### src/rtl/strassen_pkg.sv
// strassen_pkg: definitions shared by the Strassen 2x2 loader and compute stages.
//   - ALU op codes used by the compute FSM
//   - loader FSM state encoding
//   - operand slot indices (A11..A22 = 0..3, B11..B22 = 4..7)
//   - default element and address widths
package strassen_pkg;

    localparam int DATA_W_DEFAULT = 16;
    localparam int ADDR_W_DEFAULT = 8;
    localparam int NUM_SLOTS      = 8;

    typedef enum logic [1:0] {
        ALU_ADD  = 2'd0,
        ALU_SUB  = 2'd1,
        ALU_MULT = 2'd2
    } alu_op_e;

    typedef enum logic [1:0] {
        IDLE    = 2'd0,
        FETCH   = 2'd1,
        DRAIN   = 2'd2,
        PRESENT = 2'd3
    } loader_state_e;

    localparam logic [2:0] A11 = 3'd0;
    localparam logic [2:0] A12 = 3'd1;
    localparam logic [2:0] A21 = 3'd2;
    localparam logic [2:0] A22 = 3'd3;
    localparam logic [2:0] B11 = 3'd4;
    localparam logic [2:0] B12 = 3'd5;
    localparam logic [2:0] B21 = 3'd6;
    localparam logic [2:0] B22 = 3'd7;

endpackage

### src/rtl/strassen_operand_regs.sv
// strassen_operand_regs: 8-entry operand slot file for the Strassen loader.
// Ports:
//   clk, rst_n   clock, asynchronous active-low reset (clears every slot)
//   we_i         write enable
//   widx_i       slot index to write (A11..B22)
//   wdata_i      element written into slot widx_i
//   op_a_o       {a22,a21,a12,a11}, a11 in the LSBs
//   op_b_o       {b22,b21,b12,b11}, b11 in the LSBs
module strassen_operand_regs
    import strassen_pkg::*;
#(
    parameter int DATA_W = DATA_W_DEFAULT
) (
    input  logic                clk,
    input  logic                rst_n,
    input  logic                we_i,
    input  logic [2:0]          widx_i,
    input  logic [DATA_W-1:0]   wdata_i,
    output logic [4*DATA_W-1:0] op_a_o,
    output logic [4*DATA_W-1:0] op_b_o
);

    logic [DATA_W-1:0] slot_q [NUM_SLOTS];

    always_ff @(posedge clk or negedge rst_n) begin
        if (!rst_n) begin
            // NOTE: the operands must read as zero straight out of reset, so
            // the slot file is built from resettable flops, not a RAM macro.
            for (int i = 0; i < NUM_SLOTS; i++) begin
                slot_q[i] <= '0;
            end
        end else if (we_i) begin
            slot_q[widx_i] <= wdata_i;
        end
    end

    assign op_a_o = {slot_q[A22], slot_q[A21], slot_q[A12], slot_q[A11]};
    assign op_b_o = {slot_q[B22], slot_q[B21], slot_q[B12], slot_q[B11]};

endmodule

### src/rtl/strassen_operand_loader.sv
// strassen_operand_loader: fetches one 2x2 operand pair (A then B, 8 words)
// from a synchronous-read memory and presents it to the compute stage with a
// valid/ready handshake.
// Ports:
//   clk, rst_n         clock, asynchronous active-low reset
//   start              load request, accepted in IDLE or on a PRESENT handshake
//   base_a, base_b     addresses of a11 / b11 (next elements at +1..+3, wrapping)
//   mem_re, mem_addr   operand memory read port
//   mem_rdata          read data, valid one cycle after mem_re
//   op_a, op_b         held operand pair
//   ops_valid          op_a/op_b hold a freshly loaded pair
//   ops_ready          compute stage consumes the pair
//   busy               loader not in IDLE
//   load_count         completed loads, saturating; only counts when the
//                      macro STRASSEN_LOADER_PERF_EN is defined, otherwise 0
module strassen_operand_loader
    import strassen_pkg::*;
#(
    parameter int DATA_W = DATA_W_DEFAULT,
    parameter int ADDR_W = ADDR_W_DEFAULT
) (
    input  logic                clk,
    input  logic                rst_n,
    input  logic                start,
    input  logic [ADDR_W-1:0]   base_a,
    input  logic [ADDR_W-1:0]   base_b,
    output logic                mem_re,
    output logic [ADDR_W-1:0]   mem_addr,
    input  logic [DATA_W-1:0]   mem_rdata,
    output logic [4*DATA_W-1:0] op_a,
    output logic [4*DATA_W-1:0] op_b,
    output logic                ops_valid,
    input  logic                ops_ready,
    output logic                busy,
    output logic [15:0]         load_count
);

    loader_state_e     state_q, state_d;
    logic [2:0]        k_q, k_d;
    logic [ADDR_W-1:0] base_a_q, base_a_d;
    logic [ADDR_W-1:0] base_b_q, base_b_d;
    logic              ops_valid_q, ops_valid_d;
    logic              cap_en_q;
    logic [2:0]        cap_idx_q;
    logic              accept;
    logic              handshake;
    logic [ADDR_W-1:0] offset;

    assign handshake = (state_q == PRESENT) && ops_valid_q && ops_ready;
    // Issues 0..3 walk the A block, 4..7 the B block; the sum wraps naturally.
    assign offset    = {{(ADDR_W-2){1'b0}}, k_q[1:0]};

    always_comb begin
        // NOTE: every combinational output gets a default first so no path
        // through the case leaves a signal unassigned and infers a latch.
        state_d     = state_q;
        k_d         = k_q;
        base_a_d    = base_a_q;
        base_b_d    = base_b_q;
        ops_valid_d = ops_valid_q;
        accept      = 1'b0;
        mem_re      = 1'b0;
        mem_addr    = '0;

        case (state_q)
            IDLE: accept = start;
            FETCH: begin
                mem_re   = 1'b1;
                mem_addr = k_q[2] ? (base_b_q + offset) : (base_a_q + offset);
                k_d      = k_q + 3'd1;
                if (k_q == 3'd7) state_d = DRAIN;
            end
            DRAIN: state_d = PRESENT;
            PRESENT: begin
                // The first PRESENT cycle only raises valid: slot 7 was
                // written on the edge that entered this state.
                if (!ops_valid_q) begin
                    ops_valid_d = 1'b1;
                end else if (ops_ready) begin
                    ops_valid_d = 1'b0;
                    if (start) accept  = 1'b1;
                    else       state_d = IDLE;
                end
            end
            default: state_d = IDLE;
        endcase

        if (accept) begin
            state_d  = FETCH;
            k_d      = '0;
            base_a_d = base_a;
            base_b_d = base_b;
        end
    end

    always_ff @(posedge clk or negedge rst_n) begin
        if (!rst_n) begin
            state_q     <= IDLE;
            k_q         <= '0;
            base_a_q    <= '0;
            base_b_q    <= '0;
            ops_valid_q <= 1'b0;
            cap_en_q    <= 1'b0;
            cap_idx_q   <= '0;
        end else begin
            // NOTE: non-blocking assignments so every flop samples the
            // pre-edge values, independent of statement order.
            state_q     <= state_d;
            k_q         <= k_d;
            base_a_q    <= base_a_d;
            base_b_q    <= base_b_d;
            ops_valid_q <= ops_valid_d;
            // Read data returns one cycle after issue; remember where it goes.
            cap_en_q    <= mem_re;
            cap_idx_q   <= k_q;
        end
    end

    strassen_operand_regs #(
        .DATA_W (DATA_W)
    ) u_regs (
        .clk     (clk),
        .rst_n   (rst_n),
        .we_i    (cap_en_q),
        .widx_i  (cap_idx_q),
        .wdata_i (mem_rdata),
        .op_a_o  (op_a),
        .op_b_o  (op_b)
    );

    assign ops_valid = ops_valid_q;
    assign busy      = (state_q != IDLE);

`ifdef STRASSEN_LOADER_PERF_EN
    logic [15:0] load_count_q;

    always_ff @(posedge clk or negedge rst_n) begin
        if (!rst_n) begin
            load_count_q <= '0;
        end else if (handshake && (load_count_q != 16'hFFFF)) begin
            load_count_q <= load_count_q + 16'd1;
        end
    end

    assign load_count = load_count_q;
`else
    assign load_count = 16'd0;
`endif

endmodule

### config.mk
export PLATFORM = sky130hd
export DESIGN_NAME = strassen_operand_loader
export DESIGN_NICKNAME = d
export VERILOG_FILES = /design/src/rtl/strassen_pkg.sv /design/src/rtl/strassen_operand_regs.sv /design/src/rtl/strassen_operand_loader.sv
export SDC_FILE = /design/constraint.sdc
export NUM_CORES = 1
export LEC_CHECK = 0
export CORE_AREA = 2 2 115 117
export CTS_CLUSTER_DIAMETER = 120
export CTS_CLUSTER_SIZE = 30
export DETAILED_ROUTE_END_ITERATION = 7
export DIE_AREA = 0 0 117 119
export DONT_BUFFER_PORTS = 1
export PLACE_DENSITY = 0.69
export SLEW_MARGIN = 20
export SYNTH_ARGS = -nofsm -noshare
export SYNTH_HDL_FRONTEND = slang
export SYNTH_HIERARCHICAL = 1
export SYNTH_SLANG_ARGS = --single-unit
### constraint.sdc
create_clock -name clk -period 2.2 [get_ports clk]
set_input_delay 0.22 -clock clk [delete_from_list [all_inputs] [get_ports clk]]
set_output_delay 0.22 -clock clk [all_outputs]
set_load 0.02 [all_outputs]
==> summary.md <==
### Timing
* 0.506 — Worst slew margin
* -0.936 ns — Total Neg Setup Slack
* true — unrepaired setup endpoints after global routing
* 0 — number of slew-limit violations in the final report
* 1.09 — final clock period utilization by the worst path
* 7 — number of setup violations in the final report
* 154 — final hold vios
* 417 MHz — achievable clock frequency
* 2.40 ns — final period demand of the worst path
* -0.509 ns — tightest hold margin
* 0.739 ns — Worst Tran Pin Value
* -0.199 ns — post-route worst setup slack
* 0.00670 ns — Fin Clk Skew

### Global routing
* 155 — pin count of the biggest net entering global routing
* 0 — total global routing overflow
* 0 — antenna violations before repair
* 21,200 um — wire length of the first global-routing pass
* 3,726 — number of global-route vias before repair
* 0.204 — combined global-route utilization of all metal layers

### Hold path
* primary input to asynchronous set/reset pin — Min-Delay Path Class

### Yosys
* 6 — number of warnings printed during yosys synthesis
* 0.273 — multiplexer fraction of the synthesized cell area
* 15.8 um2 — average cell area after synthesis
* 0.0405 — Post-Synth Simple-Gate Area
* 0.594 — share of the yosys chip area belonging to registers
* 0.0177 — compound-cell area share of the yosys netlist
* dfrtp_1 — most common flop cell mapped by yosys
* multiplexers — main combinational cell family by area after synthesis
* 0 — number of synthesized flops with an enable pin
* 1.00 — Post-synth ARST share
* 42 — number of library cell types mapped by synthesis
* 411 — number of instances in the synthesized netlist
* 154 — number of storage elements in the synthesis netlist
* 0.0204 — Post-Synth Adder-Cell Area
* 0.00675 — XOR/XNOR Fraction of Synth Area
* 6490 um2 — post-synthesis instance area

### Clock tree
* yes — CTS tree
* 154 — clock sink count
* 2 — buffers from clock root to sink, at most
* 0.06 ns — clock slew at reported path FFs
* 0.43 ns — insertion delay of the later-clocked pin in the worst-skew pair
* 4 — htree depth
* clkbuf_16 — buffer cell driving the clock tree root
* 32 — CTS Hold Buffers Added
* 17 — Inserted Clock Buffers

### Setup path
* 1.98 ns — required arrival time at the worst endpoint
* 0.25 ns — register-to-register setup slack
* cap_idx_q[2] — critical register-to-register path startpoint
* primary output — kind of end point of the critical path
* k_q[2] — critical path launch point
* 2.18 ns — crit path DAT
* register to primary output — category of the critical setup timing path
* register — startpoint types
* 3 — critical-path maximum fanout

### Die
* 191 — total I/O pin count
* 117 um — overall die width
* 13,900 um2 — die area
* 12,900 um2 — Core Footprint
* 42 — num rows
* 0.504 — initial core utilization
* 119 um — Die Height

### Final layout
* 0.470 — layout cell share with drive strength beyond 1
* 978 — layout filler cell count
* 646 — final cell count without fillers
* 0 — Antenna Cells
* 2520 um2 — area taken by multi-input logic gates
* 0.599 — Core Util, Final
* 18.8% — area overhead of the layout relative to synthesis
* 3850 um2 — storage element area
* 503 — Layout Nets

### Pwr
* 1690 nW/um2 — total power divided by cell area
* 747 uV — peak ir drop on the vdd network
* 3.36 nW — static leakage
* 0.0130 W — total power

### Placed design
* 579 — total placed cells including tap cells
* 8790 um — estimated wirelength of the detail-placed design
* 0.113 ns — Post-Place Setup Slack
* 0 — Port Buf Inserts
* 0.809 — GPL Wtd Cong

### Status
* hold timing, setup timing — violated checks
* finished with violations — outcome

### Routing
* 0 — post-detailed-route DRC marker count
* 21.1 um — routed length per instance
* 212 — Iter 0 DRT Violations
* 3,475 — number of vias after detailed routing
* 13,600 um — total length of routed wires
* 4 — Pre-Repair DR Iteration Count
* 0 — post-route antenna net violation count
* 5.38 — Vias per Instance

### Job
* 0 — reported max-cap violation count

==> stage by stage <==
stage	instance area, um2	hold WS [ns]
2_1_floorplan	6550	-0.0756
3_3_place_gp	6660	-0.0723
3_5_place_dp	6660	-0.0726
4_1_cts	7700	-0.529
5_1_grt	7710	-0.537
6_report	7710	-0.509
==> worst max-delay path, cell delays in order (launching register included) <==
cell and delay [ns]:
dfrtp_1 0.41, mux2_4 0.32, ha_4 0.17, fa_2 0.34, buf_4 0.15, xnor2_2 0.16, and2_4 0.20
==> metal layers <==
layer / global-route usage / share of wire / up-vias
li1: - / - / 1520
met1: 0.245 / 0.40 / 1801
met2: 0.328 / 0.49 / 132
met3: 0.0855 / 0.088 / 22
met4: 0.0757 / 0.021 / 0
met5: 0 / 0 / -
==> kinds of logic after synthesis <==
family / count (synthesis)
adder cells (fa/ha/maj): 10
AND/OR/NAND/NOR: 33
other: 1
AO/OA/AOI/OAI: 13
XOR/XNOR: 5
buffers and inverters: 41
flip-flops: 154
multiplexers: 154
==> flip-flops by register name (all words and copies together), names as in the netlist <==
signal	count
base_a_q	8
base_b_q	8
cap_en_q	1
cap_idx_q	3
k_q	3
ops_valid	1
state_q	2
u_regs/op_a_o	64
u_regs/op_b_o	64
==> synth_stat cells, drive strengths merged (3+ instances only) <==
master  number  area, um2
nor4bb       3       30.0
ha           9        113
mux2i        8       92.6
nand3        3       15.0
dfrtp      154       3850
nand3b       3       22.5
mux2       146       1680
a21oi        5       28.8
xnor2        5       43.8
buf         34        268
inv          5       18.8
nand4b       4       53.8
nor2         4       15.0
and2         6       37.5
==> worst paths after layout <==
check	end	depth (start not counted)
hold / removal	u_regs/op_b_o[41]	0
hold reg to reg	base_a_q[6]	1
setup / recovery	mem_addr[2]	6
max in group asynchronous	base_b_q[1]	0
min in group clk	ops_valid	2
setup reg to reg	u_regs/op_b_o[16]	2
==> timing repair <==
item                       4_1_cts  5_1_grt
buffers inserted                 3        1
hold endpoints to repair       298      154
setup endpoints to repair        7        8
gates resized for setup         20        3
pin swaps                       10        8
==> power breakdown <==
| part | switching [W] | internal, W | total, W |
|---|---|---|---|
| clock network | 0.00112 | 0.00195 | 0.00307 |
| registers | 0.00270 | 0.00424 | 0.00695 |
| logic | 0.00115 | 0.00187 | 0.00301 |
| total | 0.00497 | 0.00807 | 0.0130 |
==> cells in the final DEF, fill, tap and decap left out, drive strengths merged, types with 2 or more instances in the layout <==
cell	n
nor2	4
mux2	146
inv	5
nand4	2
buf	16
nor4bb	3
clkinvlp	4
a211oi	2
o21a	2
a21oi	5
clkbuf	21
clkinv	3
dfrtp	154
ha	9
mux2i	8
nand3	3
and2	6
dlygate4sd3	32
nand4b	4
and3	2
nand3b	3
xnor2	5
bufinv	4
conb	16
==> cell type report <==
class                           instances  area share
Sequential cell                       154       0.500
Multi-Input combinational cell        231       0.327
Timing Repair Buffer                   48      0.0609
Clock buffer                           21      0.0597
Tap cell                              176      0.0286
Clock inverter                         11      0.0219
Inverter                                5     0.00243
Note: power is estimated with default switching activity, not from simulation.
